<file path="src/rtl/pipe_ctrl_if.sv">
// Handshake bundle between the pipeline stages and the central pipeline controller.
// master: controller side (pipe_ctrl); slave: pipeline stage side.
interface pipe_ctrl_if;
   logic        stallreq_if;
   logic        stallreq_id;
   logic        stallreq_ex;
   logic        stallreq_mem;
   logic        br_req;
   logic [31:0] br_target;
   logic [5:0]  stall;
   logic        flush_ifid;
   logic        flush_idex;
   logic        pc_redirect;
   logic [31:0] pc_target;
   logic [31:0] stall_cycles;
   logic [31:0] flush_count;

   modport master (
      input  stallreq_if, stallreq_id, stallreq_ex, stallreq_mem, br_req, br_target,
      output stall, flush_ifid, flush_idex, pc_redirect, pc_target, stall_cycles, flush_count
   );

   modport slave (
      output stallreq_if, stallreq_id, stallreq_ex, stallreq_mem, br_req, br_target,
      input  stall, flush_ifid, flush_idex, pc_redirect, pc_target, stall_cycles, flush_count
   );
endinterface

</file>
<file path="src/rtl/pipe_ctrl.sv">
// Pipeline stall/flush/redirect controller for the five-stage core.
// Optional performance counters enabled by defining PIPE_CTRL_PERF_EN.
module pipe_ctrl (
   input  logic          clk,
   input  logic          rst,
   pipe_ctrl_if.master   bus
);
   typedef enum logic {RUN, PEND} state_t;

   state_t      state_reg, state_next;
   logic [31:0] pend_reg, pend_next;
   logic [5:0]  stall_base;
   logic [5:0]  stall_int;
   logic        br_acc;
   logic        flush_ifid_int, flush_idex_int, redirect_int;
   logic [31:0] target_int;

   // Highest requesting stage wins; bit 5 is reserved.
   always_comb begin
      stall_base = 6'b000000;
      if (bus.stallreq_mem)     stall_base = 6'b011111;
      else if (bus.stallreq_ex) stall_base = 6'b001111;
      else if (bus.stallreq_id) stall_base = 6'b000111;
      else if (bus.stallreq_if) stall_base = 6'b000011;
   end

   // A branch is only real when EX actually advances; otherwise EX re-presents it.
   assign br_acc = bus.br_req & ~stall_base[3];

   always_comb begin
      state_next     = state_reg;
      pend_next      = pend_reg;
      stall_int      = stall_base;
      flush_ifid_int = 1'b0;
      flush_idex_int = 1'b0;
      redirect_int   = 1'b0;
      target_int     = pend_reg;
      case (state_reg)
         RUN: begin
            if (br_acc) begin
               flush_ifid_int = 1'b1;
               flush_idex_int = 1'b1;
               if (!bus.stallreq_if) begin
                  redirect_int = 1'b1;
                  target_int   = bus.br_target;
               end else begin
                  pend_next  = bus.br_target;
                  state_next = PEND;
               end
            end
         end
         PEND: begin
            // PC frozen and wrong-path fetch discarded until IF is free.
            stall_int[0]   = 1'b1;
            flush_ifid_int = 1'b1;
            if (br_acc) begin
               flush_idex_int = 1'b1;
               pend_next      = bus.br_target;
            end
            if (!bus.stallreq_if) begin
               redirect_int = 1'b1;
               target_int   = br_acc ? bus.br_target : pend_reg;
               state_next   = RUN;
            end
         end
         default: state_next = RUN;
      endcase
   end

   always_ff @(posedge clk) begin
      if (rst) begin
         state_reg <= RUN;
         pend_reg  <= 32'h0;
      end else begin
         state_reg <= state_next;
         pend_reg  <= pend_next;
      end
   end

   assign bus.stall       = stall_int;
   assign bus.flush_ifid  = flush_ifid_int;
   assign bus.flush_idex  = flush_idex_int;
   assign bus.pc_redirect = redirect_int;
   assign bus.pc_target   = target_int;

`ifdef PIPE_CTRL_PERF_EN
   logic [31:0] stall_cycles_reg, flush_count_reg;

   // Saturating counters: stall cycles use the final vector including the PEND hold.
   always_ff @(posedge clk) begin
      if (rst) begin
         stall_cycles_reg <= 32'h0;
         flush_count_reg  <= 32'h0;
      end else begin
         if ((stall_int != 6'b0) && (stall_cycles_reg != 32'hFFFF_FFFF))
            stall_cycles_reg <= stall_cycles_reg + 32'd1;
         if (redirect_int && (flush_count_reg != 32'hFFFF_FFFF))
            flush_count_reg <= flush_count_reg + 32'd1;
      end
   end

   assign bus.stall_cycles = stall_cycles_reg;
   assign bus.flush_count  = flush_count_reg;
`else
   assign bus.stall_cycles = 32'h0;
   assign bus.flush_count  = 32'h0;
`endif
endmodule

</file>
<file path="src/flat_wrapper.sv">
// flat-port wrapper written by rule: the top's interface ports become plain ports
module pipe_ctrl_flat 
  (clk, rst, bus_stallreq_if, bus_stallreq_id, bus_stallreq_ex, bus_stallreq_mem, bus_br_req, bus_br_target, bus_stall, bus_flush_ifid, bus_flush_idex, bus_pc_redirect, bus_pc_target, bus_stall_cycles, bus_flush_count);
  pipe_ctrl_if bus_i ();
  input  logic clk;
  input  logic rst;
  input wire logic [$bits(bus_i.stallreq_if)-1:0] bus_stallreq_if;
  input wire logic [$bits(bus_i.stallreq_id)-1:0] bus_stallreq_id;
  input wire logic [$bits(bus_i.stallreq_ex)-1:0] bus_stallreq_ex;
  input wire logic [$bits(bus_i.stallreq_mem)-1:0] bus_stallreq_mem;
  input wire logic [$bits(bus_i.br_req)-1:0] bus_br_req;
  input wire logic [$bits(bus_i.br_target)-1:0] bus_br_target;
  output wire logic [$bits(bus_i.stall)-1:0] bus_stall;
  output wire logic [$bits(bus_i.flush_ifid)-1:0] bus_flush_ifid;
  output wire logic [$bits(bus_i.flush_idex)-1:0] bus_flush_idex;
  output wire logic [$bits(bus_i.pc_redirect)-1:0] bus_pc_redirect;
  output wire logic [$bits(bus_i.pc_target)-1:0] bus_pc_target;
  output wire logic [$bits(bus_i.stall_cycles)-1:0] bus_stall_cycles;
  output wire logic [$bits(bus_i.flush_count)-1:0] bus_flush_count;
  assign bus_i.stallreq_if = bus_stallreq_if;
  assign bus_i.stallreq_id = bus_stallreq_id;
  assign bus_i.stallreq_ex = bus_stallreq_ex;
  assign bus_i.stallreq_mem = bus_stallreq_mem;
  assign bus_i.br_req = bus_br_req;
  assign bus_i.br_target = bus_br_target;
  assign bus_stall = bus_i.stall;
  assign bus_flush_ifid = bus_i.flush_ifid;
  assign bus_flush_idex = bus_i.flush_idex;
  assign bus_pc_redirect = bus_i.pc_redirect;
  assign bus_pc_target = bus_i.pc_target;
  assign bus_stall_cycles = bus_i.stall_cycles;
  assign bus_flush_count = bus_i.flush_count;
  pipe_ctrl u_core (.clk(clk), .rst(rst), .bus(bus_i));
endmodule
</file>
<file path="config.mk">
export PLATFORM = sky130hd
export DESIGN_NAME = pipe_ctrl_flat
export DESIGN_NICKNAME = d
export VERILOG_FILES = /design/src/rtl/pipe_ctrl_if.sv /design/src/rtl/pipe_ctrl.sv /design/src/flat_wrapper.sv
export SDC_FILE = /design/constraint.sdc
export NUM_CORES = 1
export LEC_CHECK = 0
export ABC_AREA = 1
export CAP_MARGIN = 5
export CORE_UTILIZATION = 42
export DETAILED_ROUTE_END_ITERATION = 8
export GPL_ROUTABILITY_DRIVEN = 0
export GPL_TIMING_DRIVEN = 0
export HOLD_SLACK_MARGIN = 0.15
export PLACE_DENSITY = 0.86
export SYNTH_ARGS = -nofsm -noshare
export SYNTH_HDL_FRONTEND = slang
export SYNTH_SLANG_ARGS = --single-unit
export TNS_END_PERCENT = 10
</file>
<file path="constraint.sdc">
create_clock -name clk -period 3.1 [get_ports clk]
set_clock_uncertainty 0.15 [all_clocks]
set_input_delay 0.62 -clock clk [delete_from_list [all_inputs] [get_ports clk]]
set_output_delay 0.62 -clock clk [all_outputs]
set_load 0.1 [all_outputs]
</file>
# After elaboration in Yosys (flattened, before gate mapping)
# Index checks and enable logic that the tools add are counted.
dict set report word_totals {
  regBits 33
  in_bits 39
  out_inout_bits 105
  elab_cells 29
}
dict set report op_classes {
  eq_ne 2
  n_mux 21
  bitwise 3
  n_reduce_logical 1
}
# cell count
set op_table {}
lappend op_table {{2-to-1 mux 32 bit} 6}
lappend op_table {{case mux 32 bit (2 select lines)} 2}
lappend op_table {{2-to-1 mux 6 bit} 3}
lappend op_table {{2-to-1 mux 1 bit} 6}
lappend op_table {{case mux 1 bit (2 select lines)} 3}
lappend op_table {{2-to-1 mux 2 bit} 1}
lappend op_table {{inequality test 2 x 1 -> 1 bit, second input constant} 1}
lappend op_table {{inequality test 2 bit, second input constant} 1}
lappend op_table {{NOT 1 bit} 2}
lappend op_table {{AND reduction 2 bit} 1}
lappend op_table {{bitwise AND 1 bit} 1}

# Depth between registers and ports, before layout
dict set report logic_depth {
  ltp_word 9
  ltp_mapped 7
  mapped_depth_nobuf 6
}

# Least setup slack after synthesis
# No wires, ideal clock.
dict set report synth_path {
  path_kind {input-to-output}
  start {in bus_br_req}
  end {out bus_pc_target[0]}
  arrival_ns 3.210
  required_time_ns 2.330
  slack_ns -0.880
  path_stages 5
  cell_sequence {buf_2 nand2_2 nor2_4 buf_4 o21ai_0}
}
dict set report synth_via {
  elab_chain_cells 4
  elab_cells_between_ends 5
  cone_classes {mux (4); bitwise (1)}
}
# element line_no
set synth_lines {}
lappend synth_lines {{from (decl)} flat_wrapper.sv:11} ;# input wire logic [$bits(bus_i.br_req)-1:0] bus_br_req;
lappend synth_lines {{bitwise AND 1 bit *} pipe_ctrl.sv:28} ;# assign br_acc = bus.br_req & ~stall_base[3];
lappend synth_lines {{2-to-1 mux 32 bit} pipe_ctrl.sv:62} ;# target_int = br_acc ? bus.br_target : pend_reg;
lappend synth_lines {{2-to-1 mux 32 bit} pipe_ctrl.sv:60} ;# if (!bus.stallreq_if) begin
lappend synth_lines {{case mux 32 bit (2 select lines) *} pipe_ctrl.sv:38} ;# case (state_reg)
lappend synth_lines {{to (decl)} flat_wrapper.sv:17} ;# output wire logic [$bits(bus_i.pc_target)-1:0] bus_pc_target;
# Every way passes the cells marked *; elsewhere a longest branch is shown, timed or not.

# Final worst setup path
dict set report layout_path {
  start {in bus_stallreq_mem}
  end {out bus_stall[2]}
}
dict set report layout_via {
  elab_chain_cells 1
}
# element line_no
set layout_lines {}
lappend layout_lines {{from (decl)} flat_wrapper.sv:10} ;# input wire logic [$bits(bus_i.stallreq_mem)-1:0] bus_stallreq_mem;
lappend layout_lines {{2-to-1 mux 6 bit} pipe_ctrl.sv:21} ;# if (bus.stallreq_mem) stall_base = 6'b011111;
lappend layout_lines {{to (decl)} flat_wrapper.sv:13} ;# output wire logic [$bits(bus_i.stall)-1:0] bus_stall;
# No other way between the ends.

==> flow_summary.ini <==
[finish]
largest_reg_flops = 32
drive_gt1_share_pct = 23.1
fin_nets = 616
design_area_sq_um = 3810
seqCellArea_sq_um = 661
fillCellCount = 533
diodes = 0
multi_input_area_sq_um = 1160
syn_to_final_growth_pct = 46.9

[critical_path]
start_kind = input pin
critPathCaptureType = output port
critPathRequiredTime_ns = 2.33
path_buf_inv = 4
crit_chain = clkdlybuf4s50_1, nor2_1, buf_4, buf_2, nand2_1, dlygate4sd2_1
cp_slowest_cell = dlygate4sd2_1
cp_top_family = buffers and inverters
critPathArrivalTime_ns = 2.44
cp_max_fo = 10
crit_type = in -> out
max_stage_delay_ns = 0.85

[global_route]
grt_max_degree = 11
grt_remaining_overflow = 0
grt_usage_pct = 19.5
antenna_found_initial = 0
grt_pass1_vias = 2326
grt_first_pass_wirelength_microns = 9870

[detailed_routing]
dr.pass1.iters = 4
drtAntennaViolNets = 0
drt-initial-drc-count = 104
drcViolationCount = 0
drt-wirelength-per-cell_microns = 9.45
wl_microns = 6160
viasPerCell = 4.08
vias = 2659

[logic_synthesis]
yosysSeqAreaShare_pct = 25.4
yosysMostFrequentCell = inv_1
syn_area_sq_um = 2600
synth_top_area_share_pct = 25.4
yosys-top-cells-count = 101 x inv_1, 99 x nand2_1, 70 x buf_4
synth-seq-cells = 33
synth.area.top_cells = dfxtp_1 25%, buf_4 20%, inv_1 15%, nand2_1 14%, nand4_1 8.0%
netlist-cell-type-count = 18
synth.avg_cell_area_sq_um = 6.05
synth_flop_cell = dfxtp_1
syn_inst = 429
synth_area_leader_cell = dfxtp_1
yosys_warnings = 0
synthArstFlopShare_pct = 0
synth-edff-count = 0

[sta]
tightestPinTransition_ns = 0.955
finalSetupViolCount = 5
slew_headroom_pct = 36.6
timing.fmax_mhz = 312
fin_crit_sh_pct = 104
report.final.slew_viol_count = 0
finalWorstSetupSlack_ns = -0.109
whs_ns = 0.363
rsz0062_at_grt = yes
hold_violations = 0
min_period_ns = 3.21

[clock_network]
cts_buffers = 5
tritoncts = built
clk_pin_slew_ns = 0.07
post_cts_buffers = 0
htreeDepth = 2
cts_sinks = 33
ctsHoldBuffers = 0
worstSkewPairLatency_ns = 0.27
cts.path.max_buffers = 2
root_buffer = clkbuf_8

[floorplanning]
io_pins = 144
die_h_microns = 80.6
core_area_sq_um = 5960
fp-row-count = 28
initial_core_util_pct = 43.6
die_x_microns = 80.6
fp.dieArea_sq_um = 6500

[placement]
placed_cell_area_sq_um = 3700
place.port_buffers = 77
dpl.hpwl_microns = 4740

[power_and_ir_drop]
leakage_nw = 2.15
powerDensity_nw_per_um2 = 421
ir_worst_vdd_mv = 0.230

[status]
violations = setup timing
status = finished, violations left

[hold_path]
hold_class = reg -> reg

[flow_run]
maxCapViolations = 0
layout make-up:
| cell class | count | area share [%] |
|---|---|---|
| tap | 75 | 2.46 |
| buffer | 89 | 16.6 |
| timing repair buffer | 77 | 20.8 |
| multi-input combinational | 269 | 30.5 |
| clock buffer | 7 | 2.26 |
| inverter | 102 | 10.0 |
| sequential | 33 | 17.3 |
timing repair:
action,CTS,global route
endpoints found under the setup margin,39,38
cloned,0,0
gates resized for setup,190,38
where the power goes:
part | internal [W] | switching (W)
Combinational | 0.000185 | 0.000655
Clock | 0.000176 | 0.000148
Sequential | 0.000440 | 0.00000392
worst min-delay path: cells and delay by family, from the launching register on:
family / cells / cell delay (ns)
and+or+nand+nor: 2 / 0.08
buffers and inverters: 2 / 0.10
DFF: 1 / 0.30
final timing paths:
kind / from / to / slack (ns) / depth (start not counted)
hold / removal: u_core.pend_reg[18] / u_core.pend_reg[18] / 0.36 / 4
hold reg to reg: u_core.pend_reg[18] / u_core.pend_reg[18] / 0.36 / 4
setup reg to reg: u_core.state_reg / u_core.pend_reg[23] / 1.85 / 6
setup / recovery: bus_stallreq_mem / bus_stall[2] / -0.11 / 6
routing by layer:
layer | share of wire (%) | track usage [%] | up-vias
met5 | 0 | 0 | -
met4 | 1.0 | 5.89 | 0
met1 | 43 | 22.8 | 1116
met2 | 48 | 35.0 | 100
li1 | - | - | 1436
met3 | 7.9 | 4.20 | 7
cells by family after synthesis:
kind of cell	after synthesis	share of synthesized area, %
other cells	1	0.144
buf+inv	191	39.1
flops	33	25.4
compound gates	33	6.36
simple gates	171	29.0
cells in the final DEF, fill, tap and decap left out, types with 2 or more instances in the layout:
| cell | count |
|---|---|
| clkbuf_2 | 3 |
| nand2_2 | 2 |
| buf_4 | 71 |
| buf_2 | 10 |
| inv_1 | 101 |
| conb_1 | 65 |
| nor2_1 | 34 |
| buf_1 | 6 |
| nand2_1 | 99 |
| clkdlybuf4s15_2 | 6 |
| o21ai_1 | 31 |
| dfxtp_1 | 33 |
| clkdlybuf4s50_1 | 37 |
| buf_6 | 31 |
| nand4_1 | 33 |
| clkbuf_8 | 6 |
stage by stage:
stage	power, W	cells	worst slack [ns]	utilization, %	TNS [ns]
2_1_floorplan	0.00116	493	-0.132	-	-4.11
5_1_grt	0.00167	652	-0.232	64.1	-2.03
3_3_place_gp	0.00128	645	-0.809	62.2	-26.96
6_report	0.00161	652	-0.109	64.1	-0.358
3_5_place_dp	0.00128	645	-0.820	62.2	-26.67
4_1_cts	0.00160	652	-0.166	62.5	-0.872
Power figures use the tool's default switching activity.
